**config.mk**
```make
export PLATFORM = sky130hd
export DESIGN_NAME = spi_ctrlr
export DESIGN_NICKNAME = d
export VERILOG_FILES = /design/src/rtl/spi_ctrlr.sv
export SDC_FILE = /design/constraint.sdc
export NUM_CORES = 1
export LEC_CHECK = 0
export CAP_MARGIN = 10
export CORE_MARGIN = 4
export CORE_UTILIZATION = 35
export CTS_CLUSTER_DIAMETER = 100
export CTS_CLUSTER_SIZE = 20
export DETAILED_ROUTE_END_ITERATION = 16
export SLEW_MARGIN = 20
export SYNTH_ARGS = -nofsm -noshare
export SYNTH_HDL_FRONTEND = slang
export SYNTH_SLANG_ARGS = --single-unit
```
**constraint.sdc**
```tcl
create_clock -name clk -period 2 [get_ports clk]
set_input_delay 0.4 -clock clk [delete_from_list [all_inputs] [get_ports clk]]
set_output_delay 0.4 -clock clk [all_outputs]
set_load 0.02 [all_outputs]
```
**src/rtl/spi_ctrlr.sv**
```systemverilog
// SPI byte-stream register controller: 2-byte command/data
// transactions mapping a chip ID, switches and LEDs.
module spi_ctrlr #(
  parameter logic [7:0] CHIP_ID = 8'h07
) (
  input  logic        clk,
  input  logic        rst,
  input  logic [15:0] switches,
  output logic [15:0] leds,
  input  logic        new_data,
  input  logic [7:0]  din,
  output logic [7:0]  dout
);

  typedef enum logic [1:0] {
    IDLE,
    WR_DATA,
    RD_DUMMY
  } state_e;

  state_e      state_q, state_d;
  logic [6:0]  addr_q, addr_d;
  logic [7:0]  led_lo_q, led_lo_d;
  logic [7:0]  led_hi_q, led_hi_d;
  logic [7:0]  dout_q, dout_d;
  logic [15:0] sw_meta_q, sw_sync_q;
  logic [7:0]  rd_data;

  always_ff @(posedge clk or negedge rst) begin
    if (!rst) begin
      state_q   <= IDLE;
      addr_q    <= '0;
      led_lo_q  <= '0;
      led_hi_q  <= '0;
      dout_q    <= '0;
      sw_meta_q <= '0;
      sw_sync_q <= '0;
    end else begin
      state_q   <= state_d;
      addr_q    <= addr_d;
      led_lo_q  <= led_lo_d;
      led_hi_q  <= led_hi_d;
      dout_q    <= dout_d;
      sw_meta_q <= switches;
      sw_sync_q <= sw_meta_q;
    end
  end

  // Read decode uses the address in the command byte itself
  always_comb begin
    rd_data = 8'h00;
    unique case (din[6:0])
      7'h00:   rd_data = CHIP_ID;
      7'h01:   rd_data = sw_sync_q[7:0];
      7'h02:   rd_data = sw_sync_q[15:8];
      7'h03:   rd_data = led_lo_q;
      7'h04:   rd_data = led_hi_q;
      default: rd_data = 8'h00;
    endcase
  end

  always_comb begin
    state_d  = state_q;
    addr_d   = addr_q;
    led_lo_d = led_lo_q;
    led_hi_d = led_hi_q;
    dout_d   = dout_q;
    if (new_data) begin
      unique case (state_q)
        IDLE: begin
          if (din[7]) begin
            dout_d  = rd_data;
            state_d = RD_DUMMY;
          end else begin
            addr_d  = din[6:0];
            state_d = WR_DATA;
          end
        end
        WR_DATA: begin
          if (addr_q == 7'h03) led_lo_d = din;
          if (addr_q == 7'h04) led_hi_d = din;
          state_d = IDLE;
        end
        RD_DUMMY: state_d = IDLE;
        default:  state_d = IDLE;
      endcase
    end
  end

  assign leds = {led_hi_q, led_lo_q};
  assign dout = dout_q;

endmodule

```
# Yosys cells after proc, flatten, opt, wreduce, memory -nomap -nowiden
# Cells that the tools add are included.
# Widths: inputs -> output; s select.
# op_classes
eq_ne	7
add_sub_neg	0
multipliers	0
bitwise_logic	1
n_div	0
reduce_logical	6
n_shift	0
magnitude_cmp	0
n_mux	3
# op_table
cell	n
$pmux 8 s5	1
$eq 7x2->1 const B	3
$eq 7x3->1 const B	2
$reduce_and 3->1	4
$eq 7x1->1 const B	1
$logic_not 7->1	1
$mux 2	2
$eq 2x1->1 const B	1
$logic_not 2->1	1
$not 1->1	1
# word_totals
out_inout_bits	24
wordCells	24
input_bits	27
mem_bits_ro	0
mem_bits_rw	0
memories	0
latch_bits	0
regBits	65

# Depth between registers and ports, before layout
# Gate-level depths: netlist of the first run.
# depth
word_depth	2
depth_mapped	5

# Worst setup path before layout of the first run
# OpenSTA, ideal clock, no wires.
# synth_path
path_type	register to register
start	reg state_q[1]
end	reg dout_q[3], in the netlist dout[3]
required_ps	1874
path_buffers	1
t_arrival_ps	1439
setup_slack_ps	435
stages_incl_launch_ff	5
period_less_slack_ps	1565
cell_sequence	dfrtp_1 nand2b_4 or3b_1 buf_2 a221o_2
# synth_via
elab_chain_cells	2
# synth_lines
item	line	source
start: declaration	21	state_e state_q, state_d;
start signal: assignment	39	state_q <= state_d;
$logic_not 2->1	69	unique case (state_q)
$reduce_and 3->1 (no source line)	--	
end signal: assignment	43	dout_q <= dout_d;
end: declaration	25	logic [7:0] dout_q, dout_d;
# No other way between the ends.
# A chain may end at the register's enable or synchronous reset.

# Worst setup path after layout of the first run
# layout_path
start	reg led_hi_q[5]
end	out leds[13]
# layout_lines
item	line	source
start: declaration	24	logic [7:0] led_hi_q, led_hi_d;
start signal: assignment	42	led_hi_q <= led_hi_d;
end: declaration	9	output logic [15:0] leds,
# No word-level cell between the ends.

==> results.sh, run 1 <==
export IMPL_avgSynthCellArea_um2=15.8
export IMPL_overflow=0
export IMPL_layout_drive_gt1_share_pct=34.9
export IMPL_max_cap_violations=0
export IMPL_yosysUniqueCellTypes=27
export IMPL_vias=1530
export IMPL_ys_dominant_reg_cell="dfrtp_1"
export IMPL_antenna_found_initial=0
export IMPL_max_freq_mhz=567
export IMPL_worst_ir_drop_vdd_mv=0.532
export IMPL_synth_nets=175
export IMPL_drtIter0Drc=49
export IMPL_cts_tree="built"
export IMPL_grt_pass1_wl_mm=8.75
export IMPL_dp_cells=296
export IMPL_status="finished, final reports clean"
export IMPL_path_cells="clkdlybuf4s50_1"
export IMPL_antenna_cells=0
export IMPL_required_ps=1600
export IMPL_cts_buffers_inserted=9
export IMPL_area_delta_synth_final_pct=42.7
export IMPL_p_leak_nw=1.52
export IMPL_use_met3_pct=5.43
export IMPL_busiest_layer="met2"
export IMPL_initial_core_util_pct=36.4
export IMPL_slew_violations=0
export IMPL_crit_fanout=3
export IMPL_cts_root_buf="clkbuf_8"
export IMPL_cts_resized=0
export IMPL_routedWlPerCell_um=16.8
export IMPL_place_congestion=0.740
export IMPL_worst_pin_slew_ps=500
export IMPL_clockBufferDepth=2
export IMPL_critPathSlowestCell="clkdlybuf4s50_1"
export IMPL_ant_nets=0
export IMPL_grtUsageMet1_pct=17.8
export IMPL_synthCells=148
export IMPL_fillers=564
export IMPL_grt_pass1_vias=1724
export IMPL_worst_setup_path_start_kind="flip-flop"
export IMPL_crit_family="buffers and inverters"
export IMPL_io_pins=51
export IMPL_ys_warn_count=0
export IMPL_drc=0
export IMPL_p_total_mw=3.31
export IMPL_yosysSeqAreaShare_pct=69.5
export IMPL_worstPathArrival_ps=1370
export IMPL_portBuffers=50
export IMPL_nNetsFinal=257
export IMPL_synth_area_um2=2340
export IMPL_chipHeight_um=89.8
export IMPL_finalCriticalPeriod_ps=1770
export IMPL_hold_path_class="input pin to async pin"
export IMPL_power_density_nw_per_um2=992
export IMPL_design_area_um2=3340
export IMPL_cts_sinks=65
export IMPL_synth_top_area_cell="dfrtp_1"
export IMPL_max_slew_margin_pct=66.7
export IMPL_hold_viol_final=0
export IMPL_grt_use_total_pct=14.3
export IMPL_postCtsSetupBuffers=0
export IMPL_holdWs_ps=52.9
export IMPL_wirelength_mm=5.24
export IMPL_cts_htree_levels=3
export IMPL_synth_seq_cells=65
export IMPL_dieArea_um2=8060
export IMPL_ys_top_cells_by_area="dfrtp_1, mux2_2, a221o_2"
export IMPL_synthArstFlopShare_pct=100
export IMPL_reg2reg_depth=5
export IMPL_critPathMaxStageDelay_ps=630
export IMPL_dr_pass1_iters=4
export IMPL_clk_pin_slew_ps=70
export IMPL_hpwl_mm=4.01
export IMPL_synth_edf_count=0
export IMPL_worst_setup_path_end_kind="output port"
export IMPL_die_width_um=89.8
export IMPL_fin_cells=312
export IMPL_clk_latency_ps=340
export IMPL_finalCritPeriodShare_pct=88.3
export IMPL_skew_ps=7.80
export IMPL_globalRouteMet2Util_pct=22.5
export IMPL_critPathBufInv=1
export IMPL_place_area_um2=3110
export IMPL_setup_viol=0
export IMPL_via_per_inst=4.90
export IMPL_core_area_um2=6420
export IMPL_rsz0062_at_grt="no"
export IMPL_synth_top_area_share_pct=69.5
export IMPL_num_rows=29
export IMPL_worst_path_stages=1
export IMPL_cts_hold_buf=0
export IMPL_worstSetupPathType="flip-flop to output port"
export IMPL_grt_max_degree=42
-- Yosys cell counts (2+ instances only) --
| library cell | number |
|---|---|
| a21o_1 | 2 |
| a22oi_1 | 5 |
| o211ai_1 | 3 |
| a221o_2 | 5 |
| a21oi_1 | 6 |
| mux2_2 | 28 |
| mux2i_1 | 3 |
| buf_2 | 2 |
| nand2_1 | 3 |
| nor2_1 | 5 |
| nor3_1 | 6 |
| dfrtp_1 | 65 |
-- worst paths after layout --
path,startpoint,slack [ps],to
max in group asynchronous,rst,1520,sw_meta_q[1]
worst max-delay path,led_hi_q[5],230,leds[13]
min in group clk,sw_meta_q[4],350,sw_sync_q[4]
worst min register to register,sw_meta_q[4],350,sw_sync_q[4]
worst max register to register,state_q[1],380,dout[4]
worst min-delay path,rst,50,led_hi_q[7]
-- power breakdown --
| part | internal, mW | leakage (nW) | switching (mW) |
|---|---|---|---|
| Sequential | 1.46 | 0.808 | 0.0934 |
| Clock | 0.765 | 0.115 | 0.488 |
| Combinational | 0.285 | 0.599 | 0.224 |
-- cells in the final DEF, fill, tap and decap left out, drive strengths merged, types with 2 or more instances in the layout --
cell	n
nor2	5
dfrtp	65
nand2	3
o211ai	3
nand2b	2
a21o	2
a221o	5
clkbuf	11
buf	25
mux2	28
nor3	8
a21oi	6
clkinv	2
clkdlybuf4s50	49
bufinv	2
mux2i	3
a22oi	5
-- layout make-up --
cell class / count / area, um^2 / share of cell area [%]
clock buffer: 11 / 151 / 4.53
clock inverter: 5 / 77.6 / 2.32
inverter: 1 / 3.75 / 0.112
multi-input combinational: 79 / 696 / 20.8
sequential: 65 / 1630 / 48.7
tap: 77 / 96.3 / 2.88
timing repair buffer: 74 / 688 / 20.6
-- flip-flops by register name (all words and copies together), names as in the netlist --
name,flops
sw_meta_q,16
dout,8
sw_sync_q,16
led_hi_q,8
led_lo_q,8
addr_q,7
state_q,2
-- worst register-to-register path: stages, from the launching register on --
cell      delay (ps)
dfrtp_1          390
nand2b_4         160
or3b_1           480
buf_4            190
nor3_1           200
a221o_2          140
-- cells by family (layout without fill, tap and decap cells) --
logic type / count (synthesis) / after routing / share of synthesized area (%)
buffers and inverters: 4 / 91 / 0.748
and+or+nand+nor: 27 / 27 / 8.08
muxes: 31 / 31 / 14.8
AOI/OAI and AO/OA: 21 / 21 / 6.90
DFF: 65 / 65 / 69.5
-- layer usage --
layer	vias to the layer above	wire, um
li1	707	-
met1	760	2290
met2	53	2550
met3	10	304
met4	0	91
met5	-	0
-- stage by stage --
stage,util [%],setup TNS (ps),worst slack (ps)
4_1_cts,52.0,0,202
3_5_place_dp,48.4,-1110,-97.5
2_1_floorplan,-,0,435
3_3_place_gp,48.4,-260,-57.0
5_1_grt,52.0,0,157
6_report,52.0,0,235
Power figures use the tool's default switching activity.
==> inputs of run 2 (changes only) <==
Settings changed: CORE_ASPECT_RATIO set to 2.
==> results.sh, run 2 (synthesized netlist as in run 1, its figures left out) <==
export IMPL_crit_fanout=5
export IMPL_clk_latency_ps=330
export IMPL_hold_viol_final=0
export IMPL_chipHeight_um=124
export IMPL_cts_buffers_inserted=9
export IMPL_required_ps=2270
export IMPL_worstPathArrival_ps=2060
export IMPL_grt_pass1_vias=1650
export IMPL_worst_pin_slew_ps=541
export IMPL_drc=0
export IMPL_rsz0062_at_grt="no"
export IMPL_mostFrequentLayoutCells="dfrtp_1, clkdlybuf4s50_1, mux2_2"
export IMPL_clk_pin_slew_ps=50
export IMPL_finalCriticalPeriod_ps=1790
export IMPL_max_cap_violations=0
export IMPL_critPathMaxStageDelay_ps=590
export IMPL_max_freq_mhz=558
export IMPL_critPathSlowestCell="or4_4"
export IMPL_grt_use_total_pct=14.0
export IMPL_cts_resized=0
export IMPL_grt_pass1_wl_mm=8.10
export IMPL_vias=1494
export IMPL_path_cells="clkdlybuf4s50_1 -> or4_4 -> nor3_4 -> and3_2 -> a221o_2"
export IMPL_power_density_nw_per_um2=1060
export IMPL_via_per_inst=4.71
export IMPL_multi_input_comb_area_um2=696
export IMPL_p_total_mw=3.58
export IMPL_num_rows=41
export IMPL_antenna_found_initial=0
export IMPL_worst_ir_drop_vdd_mv=0.719
export IMPL_fin_cells=317
export IMPL_routedWlPerCell_um=15.7
export IMPL_layout_drive_gt1_share_pct=33.3
export IMPL_overflow=0
export IMPL_hpwl_mm=3.77
export IMPL_antenna_cells=0
export IMPL_setup_viol=0
export IMPL_io_pins=51
export IMPL_postCtsSetupBuffers=0
export IMPL_regArea_um2=1630
export IMPL_worst_setup_path_end_kind="flip-flop"
export IMPL_place_congestion=0.821
export IMPL_cts_htree_levels=3
export IMPL_dieArea_um2=8140
export IMPL_cts_sinks=65
export IMPL_ant_nets=0
export IMPL_nNetsFinal=253
export IMPL_drtIter0Drc=74
export IMPL_grt_max_degree=44
export IMPL_max_slew_margin_pct=63.9
export IMPL_final_common_cell="dfrtp_1"
export IMPL_portBuffers=50
export IMPL_finalCritPeriodShare_pct=89.5
export IMPL_largest_registers="sw_meta_q: 16 flops, sw_sync_q: 16 flops"
export IMPL_skew_ps=3.66
export IMPL_fillers=553
export IMPL_wirelength_mm=4.98
export IMPL_dp_cells=301
export IMPL_area_delta_synth_final_pct=44.9
export IMPL_cts_tree="built"
export IMPL_holdWs_ps=57.0
export IMPL_hold_path_class="input pin to async pin"
export IMPL_worstSetupPathType="input pin to flip-flop"
export IMPL_clockBufferDepth=2
export IMPL_dr_pass1_iters=6
export IMPL_slew_violations=0
export IMPL_die_width_um=65.8
export IMPL_cts_hold_buf=0
export IMPL_core_area_um2=6410
export IMPL_cts_root_buf="clkbuf_16"
export IMPL_p_leak_nw=1.53
export IMPL_initial_core_util_pct=36.5
export IMPL_worst_setup_path_start_kind="input pin"
export IMPL_status="finished, final reports clean"
-- run 2: per-stage QoR --
stage	setup WS, ps	area [um^2]	util, %	setup TNS (ps)
after global routing	130	3390	52.9	0
after global placement	-123	3090	48.2	-760
after CTS	199	3390	52.9	0
after detailed placement	-140	3090	48.2	-836
after floorplan	435	2340	-	0
final	209	3390	52.9	0
-- run 2: layer usage --
metal | track usage (%) | part of all wire, % | vias up
li1 | - | - | 694
met1 | 13.5 | 36 | 752
met2 | 24.8 | 56 | 39
met3 | 4.78 | 4.7 | 9
met4 | 8.44 | 3.0 | 0
met5 | 0 | 0 | -
-- run 2: critical path: cells and delay by family --
family                 cells  cell delay (ps)
AOI/OAI and AO/OA          1              160
buffers and inverters      1              460
and+or+nand+nor            3             1030
-- run 2: area by class of cell --
cell class / instances / share of cell area (%)
Clock buffer: 11 / 7.16
Sequential cell: 65 / 48.0
Inverter: 1 / 0.111
Timing Repair Buffer: 70 / 19.4
Multi-Input combinational cell: 79 / 20.5
Tap cell: 86 / 3.17
Clock inverter: 5 / 1.62
-- run 2: final timing paths --
| check | to | slack, ps | start | cells past startpoint |
|---|---|---|---|---|
| min in group clk | sw_sync_q[15] | 340 | sw_meta_q[15] | 0 |
| setup reg to reg | dout[6] | 360 | state_q[1] | 5 |
| setup / recovery | dout[3] | 210 | din[3] | 5 |
| hold reg to reg | sw_sync_q[15] | 340 | sw_meta_q[15] | 0 |
| hold / removal | led_lo_q[0] | 60 | rst | 1 |
| max in group asynchronous | sw_meta_q[5] | 1340 | rst | 2 |
-- run 2: power by group --
group | switching, mW | internal [mW]
clock | 0.529 | 0.992
combinational | 0.225 | 0.281
sequential | 0.0912 | 1.46
==> inputs of run 3 (changes only) <==
Settings changed: CTS_CLUSTER_SIZE 20 to unset.
Clock period 2 ns to 1.7 ns, I/O delays scaled along.
==> results.sh, run 3 (synthesized netlist as in run 1, its figures left out) <==
export IMPL_status="finished, final reports clean"
export IMPL_critPathMaxStageDelay_ps=620
export IMPL_grt_max_degree=34
export IMPL_overflow=0
export IMPL_p_total_mw=4.06
export IMPL_layout_drive_gt1_share_pct=36.3
export IMPL_final_common_cell="dfrtp_1"
export IMPL_initial_core_util_pct=36.5
export IMPL_area_delta_synth_final_pct=46.6
export IMPL_via_per_inst=4.66
export IMPL_holdWs_ps=341
export IMPL_max_freq_mhz=601
export IMPL_dieArea_um2=8140
export IMPL_worst_setup_path_start_kind="flip-flop"
export IMPL_chipHeight_um=124
export IMPL_largest_registers="sw_meta_q: 16 flops, sw_sync_q: 16 flops"
export IMPL_hpwl_mm=3.89
export IMPL_wirelength_mm=5.16
export IMPL_num_rows=41
export IMPL_dr_pass1_iters=4
export IMPL_required_ps=1360
export IMPL_p_leak_nw=1.70
export IMPL_portBuffers=50
export IMPL_routedWlPerCell_um=16.1
export IMPL_vias=1490
export IMPL_clk_latency_ps=330
export IMPL_max_cap_violations=0
export IMPL_mostFrequentLayoutCells="dfrtp_1, clkdlybuf4s50_1, mux2_2"
export IMPL_worst_ir_drop_vdd_mv=0.892
export IMPL_crit_family="buffers and inverters"
export IMPL_drtIter0Drc=87
export IMPL_cts_buffers_inserted=9
export IMPL_drc=0
export IMPL_crit_fanout=2
export IMPL_grt_pass1_vias=1657
export IMPL_tns_ps=0
export IMPL_finalCriticalPeriod_ps=1670
export IMPL_critPathBufInv=1
export IMPL_cts_htree_levels=3
export IMPL_place_congestion=0.816
export IMPL_rsz0062_at_grt="no"
export IMPL_critPathSlowestCell="clkdlybuf4s50_1"
export IMPL_setup_viol=0
export IMPL_worstSetupPathType="flip-flop to output port"
export IMPL_cts_root_buf="clkbuf_16"
export IMPL_io_pins=51
export IMPL_path_cells="clkdlybuf4s50_1"
export IMPL_max_slew_margin_pct=73.4
export IMPL_antenna_found_initial=0
export IMPL_cts_tree="built"
export IMPL_ant_nets=0
export IMPL_clockBufferDepth=2
export IMPL_die_width_um=65.8
export IMPL_hold_path_class="flip-flop to flip-flop"
export IMPL_antenna_cells=0
export IMPL_finalCritPeriodShare_pct=97.9
export IMPL_hold_viol_final=0
export IMPL_skew_ps=6.77
export IMPL_cts_sinks=65
export IMPL_grt_use_total_pct=14.5
export IMPL_worst_pin_slew_ps=399
export IMPL_worstPathArrival_ps=1330
export IMPL_fillers=531
export IMPL_clk_pin_slew_ps=60
export IMPL_worst_setup_path_end_kind="output port"
export IMPL_nNetsFinal=256
export IMPL_core_area_um2=6410
export IMPL_slew_violations=0
export IMPL_grt_pass1_wl_mm=8.35
export IMPL_power_density_nw_per_um2=1180
==> run 3: cell count changes in the layout (fill, tap and decap cells not counted), moves of 2 or more <==
cell | before | now
clkdlybuf4s50_1 | 49 | 36
buf_4 | 19 | 21
nor3_2 | 1 | 5
dlymetal6s2s_1 | 0 | 10
clkinv_4 | 0 | 2
nor3_1 | 6 | 2
dlygate4sd2_1 | 0 | 3
==> run 3: layout make-up <==
type,count,area (um^2),share of cell area [%]
Clock inverter,6,43.8,1.28
Clock buffer,10,229,6.67
Sequential cell,65,1630,47.4
Tap cell,86,108,3.14
Timing Repair Buffer,73,696,20.3
Multi-Input combinational cell,79,724,21.1
Inverter,1,3.75,0.109
==> run 3: worst paths after layout <==
| check | startpoint | end | slack [ps] | cells after the start |
|---|---|---|---|---|
| max | dout[4] | dout[4] | 30 | 1 |
| min | sw_meta_q[10] | sw_sync_q[10] | 340 | 0 |
| max reg2reg | addr_q[4] | led_hi_q[5] | 180 | 5 |
| min reg2reg | sw_meta_q[10] | sw_sync_q[10] | 340 | 0 |
| max in group asynchronous | rst | sw_sync_q[7] | 690 | 3 |
| min in group asynchronous | rst | sw_meta_q[8] | 380 | 2 |
==> run 3: stage by stage <==
step / setup slack (ps) / cell area (um^2) / cells / util, %
2_1_floorplan: 135 / 2340 / 148 / -
3_3_place_gp: -361 / 3090 / 303 / 48.3
3_5_place_dp: -420 / 3090 / 303 / 48.3
4_1_cts: 0.215 / 3380 / 320 / 52.8
5_1_grt: 2.09 / 3430 / 320 / 53.5
6_report: 35.0 / 3430 / 320 / 53.5
==> run 3: what timing repair did <==
item / 4_1_cts / 5_1_grt
endpoints found under the setup margin: 8 / 14
hold buffers: 1 / 0
resized for setup: 6 / 15
pin swaps: 0 / 3
setup buffers: 0 / 0
endpoints found under the hold margin: 7 / 0
==> run 3: routing by layer <==
metal | vias to the layer above | global-route usage (%) | wire length [um]
met4 | 0 | 8.70 | 155
met5 | - | 0 | 0
met1 | 741 | 14.6 | 1840
met2 | 37 | 25.1 | 2940
li1 | 701 | - | -
met3 | 11 | 4.78 | 222
==> run 3: where the power goes <==
group | total (mW) | leakage, nW | switching [mW] | internal [mW]
Sequential | 1.82 | 0.808 | 0.108 | 1.72
Clock | 1.64 | 0.133 | 0.652 | 0.989
Combinational | 0.595 | 0.756 | 0.269 | 0.326
Total | 4.06 | 1.70 | 1.03 | 3.03
